**src/rtl/auth_msg_arbiter.sv**
```systemverilog
// -----------------------------------------------------------------------------
// auth_msg_arbiter
//   Shares one outgoing authentication message channel between NUM_REQ
//   initiator controllers (digests, certificate, challenge). One requester at a
//   time is granted in round-robin order. Its request word is forwarded to the
//   channel, the responder's reply is awaited, and the reply is routed back with
//   a done pulse. If no reply arrives within TIMEOUT_CYC cycles, the transaction
//   ends with a timeout pulse instead. All outputs are registered.
//
// Ports
//   clk          system clock, posedge
//   reset        asynchronous active-low reset
//   req          per-requester request level
//   req_msg      request words, slice i = [i*MSG_W +: MSG_W]
//   tx_ack       channel accepted tx_msg
//   rsp_valid    responder reply present (1-cycle qualifier)
//   rsp_msg      responder reply word
//   grant        one-hot owner of the channel, 0 when free
//   tx_valid     tx_msg valid toward channel
//   tx_msg       request word of the granted requester
//   rsp_data     last routed reply, held until the next reply
//   done         1-cycle pulse, reply for requester i is on rsp_data
//   timeout_err  1-cycle pulse, requester i timed out
//   busy         arbiter is not idle
//
// State     | meaning
// ----------+---------------------------------------------------------------
// IDLE      | channel free, round-robin search over req each cycle
// SEND      | tx_valid up, waiting for tx_ack (owner dropping req aborts)
// WAIT_RSP  | request accepted, timer counts toward the timeout
// DELIVER   | reply captured on rsp_data, done pulse is out
// RELEASE   | grant held until the owner drops its req
// -----------------------------------------------------------------------------
module auth_msg_arbiter #(
  parameter int NUM_REQ     = 3,
  parameter int MSG_W       = 64,
  parameter int TIMEOUT_CYC = 255
) (
  input  logic                     clk,
  input  logic                     reset,
  input  logic [NUM_REQ-1:0]       req,
  input  logic [NUM_REQ*MSG_W-1:0] req_msg,
  input  logic                     tx_ack,
  input  logic                     rsp_valid,
  input  logic [MSG_W-1:0]         rsp_msg,
  output logic [NUM_REQ-1:0]       grant,
  output logic                     tx_valid,
  output logic [MSG_W-1:0]         tx_msg,
  output logic [MSG_W-1:0]         rsp_data,
  output logic [NUM_REQ-1:0]       done,
  output logic [NUM_REQ-1:0]       timeout_err,
  output logic                     busy
);

  localparam int               IDX_W      = (NUM_REQ > 1) ? $clog2(NUM_REQ) : 1;
  localparam logic [7:0]       TIMER_LAST = 8'(TIMEOUT_CYC - 1);
  localparam logic [IDX_W-1:0] PTR_RST    = IDX_W'(NUM_REQ - 1);

  typedef enum logic [2:0] {
    IDLE,
    SEND,
    WAIT_RSP,
    DELIVER,
    RELEASE
  } state_t;

  state_t             state, state_nxt;
  logic [IDX_W-1:0]   owner, owner_nxt;
  logic [IDX_W-1:0]   ptr, ptr_nxt;
  logic [IDX_W-1:0]   pick_idx, cand;
  logic               pick_found;
  logic [7:0]         timer, timer_nxt;
  logic [NUM_REQ-1:0] grant_nxt, done_nxt, timeout_nxt;
  logic               tx_valid_nxt;
  logic [MSG_W-1:0]   tx_msg_nxt, rsp_data_nxt;

  // Round-robin search: first requester strictly after the last owner, with wrap.
  always_comb begin : rr_search
    pick_found = 1'b0;
    pick_idx   = '0;
    cand       = '0;
    for (int k = 1; k <= NUM_REQ; k++) begin
      cand = IDX_W'((int'(ptr) + k) % NUM_REQ);
      if (!pick_found && req[cand]) begin
        pick_found = 1'b1;
        pick_idx   = cand;
      end
    end
  end

  always_comb begin : fsm_next
    state_nxt    = state;
    owner_nxt    = owner;
    ptr_nxt      = ptr;
    timer_nxt    = timer;
    grant_nxt    = grant;
    tx_valid_nxt = tx_valid;
    tx_msg_nxt   = tx_msg;
    rsp_data_nxt = rsp_data;
    done_nxt     = '0;
    timeout_nxt  = '0;
    case (state)
      IDLE: begin
        if (pick_found) begin
          owner_nxt           = pick_idx;
          grant_nxt           = '0;
          grant_nxt[pick_idx] = 1'b1;
          tx_msg_nxt          = req_msg[int'(pick_idx)*MSG_W +: MSG_W];
          tx_valid_nxt        = 1'b1;
          state_nxt           = SEND;
        end
      end
      SEND: begin
        // An ack in the same cycle as the owner's req drop still commits.
        if (tx_ack) begin
          tx_valid_nxt = 1'b0;
          timer_nxt    = '0;
          state_nxt    = WAIT_RSP;
        end else if (!req[owner]) begin
          tx_valid_nxt = 1'b0;
          grant_nxt    = '0;
          ptr_nxt      = owner;
          state_nxt    = IDLE;
        end
      end
      WAIT_RSP: begin
        timer_nxt = timer + 8'd1;
        // A reply on the last allowed cycle beats the timeout.
        if (rsp_valid) begin
          rsp_data_nxt    = rsp_msg;
          done_nxt[owner] = 1'b1;
          state_nxt       = DELIVER;
        end else if (timer == TIMER_LAST) begin
          timeout_nxt[owner] = 1'b1;
          state_nxt          = RELEASE;
        end
      end
      DELIVER: begin
        state_nxt = RELEASE;
      end
      RELEASE: begin
        if (!req[owner]) begin
          grant_nxt = '0;
          ptr_nxt   = owner;
          state_nxt = IDLE;
        end
      end
      default: begin
        state_nxt = IDLE;
      end
    endcase
  end

  always_ff @(posedge clk or negedge reset) begin
    if (!reset) begin
      state       <= IDLE;
      owner       <= '0;
      ptr         <= PTR_RST;
      timer       <= '0;
      grant       <= '0;
      tx_valid    <= 1'b0;
      tx_msg      <= '0;
      rsp_data    <= '0;
      done        <= '0;
      timeout_err <= '0;
      busy        <= 1'b0;
    end else begin
      state       <= state_nxt;
      owner       <= owner_nxt;
      ptr         <= ptr_nxt;
      timer       <= timer_nxt;
      grant       <= grant_nxt;
      tx_valid    <= tx_valid_nxt;
      tx_msg      <= tx_msg_nxt;
      rsp_data    <= rsp_data_nxt;
      done        <= done_nxt;
      timeout_err <= timeout_nxt;
      busy        <= (state_nxt != IDLE);
    end
  end

endmodule

```
**config.mk**
```make
export PLATFORM = sky130hd
export DESIGN_NAME = auth_msg_arbiter
export DESIGN_NICKNAME = d
export VERILOG_FILES = /design/src/rtl/auth_msg_arbiter.sv
export SDC_FILE = /design/constraint.sdc
export NUM_CORES = 1
export LEC_CHECK = 0
export CORE_AREA = 2 2 154 156
export CTS_BUF_LIST = sky130_fd_sc_hd__clkbuf_8
export DETAILED_ROUTE_END_ITERATION = 16
export DIE_AREA = 0 0 156 158
export DONT_BUFFER_PORTS = 1
export GPL_ROUTABILITY_DRIVEN = 0
export MAX_ROUTING_LAYER = met4
export PLACE_DENSITY = 0.55
export SYNTH_ARGS = -nofsm -noshare
export SYNTH_HDL_FRONTEND = slang
export SYNTH_SLANG_ARGS = --single-unit
```
**constraint.sdc**
```tcl
create_clock -name clk -period 5.5 [get_ports clk]
set_clock_uncertainty 0.05 [all_clocks]
set_input_delay 0.825 -clock clk [delete_from_list [all_inputs] [get_ports clk]]
set_output_delay 0.825 -clock clk [all_outputs]
set_load 0.03 [all_outputs]
```
==> impl_metrics.ini <==
[sta]
final_max_slew_viol_count = 0
worst_slew_pin_slew_ns = 1.07
fmax_mhz = 310
layout_setup_ws_ns = 2.28
final.period_utilization = 0.586
period_needed_ns = 3.22
timing.final.hold_violations = 0
setup_viol = 0
rsz0062_at_grt = no
setup_tns_ns = 0
relSlewSlack = 0.286

[logic_synthesis]
yosys_most_used_dff = dfrtp_1
synth_edf_count = 0
syn_inst = 780
synth_area_leaders = dfrtp_1 51%, nand2_1 14%, a221oi_2 10%
synthArstFlopShare = 1.00
yosys_warnings = 0
yosysSeqAreaShare = 0.515
netlist_area_mm2 = 0.00749
yosysTopAreaCell = dfrtp_1
syn-num-nets = 1048
post-synth-top-area-fraction = 0.511
postSynthAreaPerCell_um2 = 9.60
synth_cell_types = 41
ys_seq_elements = 154

[cts]
cts_buffers = 17
cts_tree = yes
clk_pin_slew_ns = 0.10
cts.sinks = 154
ctsHtreeMaxLevel = 4
insertion_delay_ns = 0.44
clockBufferDepth = 2
ctsRootBufferMaster = clkbuf_8
cts_resized = 0

[cells_and_area]
syn_to_final_growth_pct = 7.40
most-common-layout-cells = 280 x nand2_1, 153 x dfrtp_1, 72 x nor2_1
final_common_cell = nand2_1
final_nets = 1024
diodes = 0
drive_gt1_frac = 0.196
finalNonFillerCells = 1059

[outcome]
outcome = complete, no violations

[route]
dr.pass1.iters = 5
ant_nets = 0
remaining_drc_errors = 0
wl_per_cell_um = 21.2
num_vias = 5611
viasPerCell = 5.30
finalWirelength_um = 22400
first_iter_violations = 376

[floorplanning]
die_area_mm2 = 0.0246
rows = 56
initial_core_util = 0.325
die_w_um = 156
core_area_mm2 = 0.0231
die_h_um = 158
ioPinCount = 402

[global_routing]
antenna_found_initial = 0
grt_use_total = 0.175
grt_first_pass_wirelength_um = 32000
grt_pass1_vias = 5421
overflow = 0
grt_max_degree = 141

[power]
cellPowerDensity_mw_per_mm2 = 817
p_leak_nw = 3.54
peakVddDrop_mv = 0.310

[place]
dp.cells = 1025
port_buffers = 0
place_ws_ns = 2.29
dp_hpwl_um = 15800

[critical_path]
cp-end-kind = register
startpoint_type = register
cp.required_ns = 5.82
critical_path_class = register to register
worst-endpoint-arrival_ns = 3.54
path_max_fanout = 42

[worst_hold_path]
hp-class = primary input to async pin

[run]
maxCapViolations = 0
-- state kept, by name (all words and copies together) (netlist names) --
name,count
busy,1
done,3
grant,3
owner,2
ptr,2
rsp_data,64
state,3
timeout_err,3
timer,8
tx_msg,64
tx_valid,1
-- worst max-delay path, cell delays in order, from the launching register on --
cell	delay, ns
dfstp_2	0.56
ha_1	0.32
nand2b_1	0.19
a21o_1	0.18
a221oi_2	0.31
or2_4	0.64
buf_4	0.51
a221oi_1	0.16
a21oi_1	0.19
-- kinds of logic after synthesis --
logic type / share of synthesized area
simple gates: 0.205
compound gates: 0.214
flops: 0.515
buf+inv: 0.0528
fa+ha+maj: 0.00836
xor+xnor: 0.00234
mux: 0.00267
-- metrics by stage --
| stage | utilization | cell area [um2] | power [mW] | hold WS (ns) |
|---|---|---|---|---|
| detailed placement | 0.330 | 7600 | 5.74 | 0.456 |
| floorplan | - | 7490 | 5.29 | 0.426 |
| global placement | 0.330 | 7600 | 5.67 | 0.450 |
| CTS | 0.349 | 8040 | 6.66 | 0.130 |
| finish | 0.349 | 8040 | 6.57 | 0.172 |
| global route | 0.349 | 8040 | 7.03 | 0.116 |
-- path summary, 6_finish.rpt --
kind	startpoint	to	slack (ns)	cells after the start
setup / recovery	ptr[1]	tx_msg[2]	2.28	8
hold / removal	reset	ptr[1]	0.17	0
setup reg to reg	ptr[1]	tx_msg[2]	2.28	8
hold reg to reg	ptr[1]	ptr[1]	0.47	2
max in group asynchronous	reset	tx_msg[31]	3.91	1
min in group clk	tx_ack	timer[3]	0.41	1
-- metal layers --
layer,track usage,wire length [um],vias to the layer above
met5,-,0,-
met4,0.0542,392,0
met3,0.0520,1570,30
met2,0.282,11300,230
met1,0.212,9190,2748
li1,-,-,2603
-- report_power, final --
group	leakage (nW)	internal, mW	switching, mW
Combinational	1.47	0.961	1.71
Sequential	1.86	1.65	1.38
Clock	0.201	0.357	0.518
-- repair_timing --
| action | in CTS | in global routing |
|---|---|---|
| setup endpoints to repair | 0 | 0 |
| setup buffers | 0 | 0 |
| hold buffers | 2 | 0 |
| hold endpoints to repair | 140 | 0 |
-- layout make-up --
type                       instances  area [um2]
timing repair buffer              10         110
sequential                       154        3850
fill                            2358       15000
clock buffer                      18         248
tap                              290         363
clock inverter                    14         151
multi-input combinational        561        3270
inverter                          12        45.0
-- cells in the mapped netlist (3+ instances only) --
cell      count
inv_1        12
nor3_1        7
dfrtp_1     153
a21oi_2      50
clkbuf_1     14
ha_1          5
buf_4         7
o21ai_0      15
nand4_1       3
nand3_1       7
buf_12        5
o21ai_1       3
nand2_1     281
a21oi_1      20
buf_2        26
nor2b_1       3
a221oi_1     14
a221oi_2     51
nand2b_1      6
nor2_1       72
Note: power is estimated with default switching activity, not from simulation.
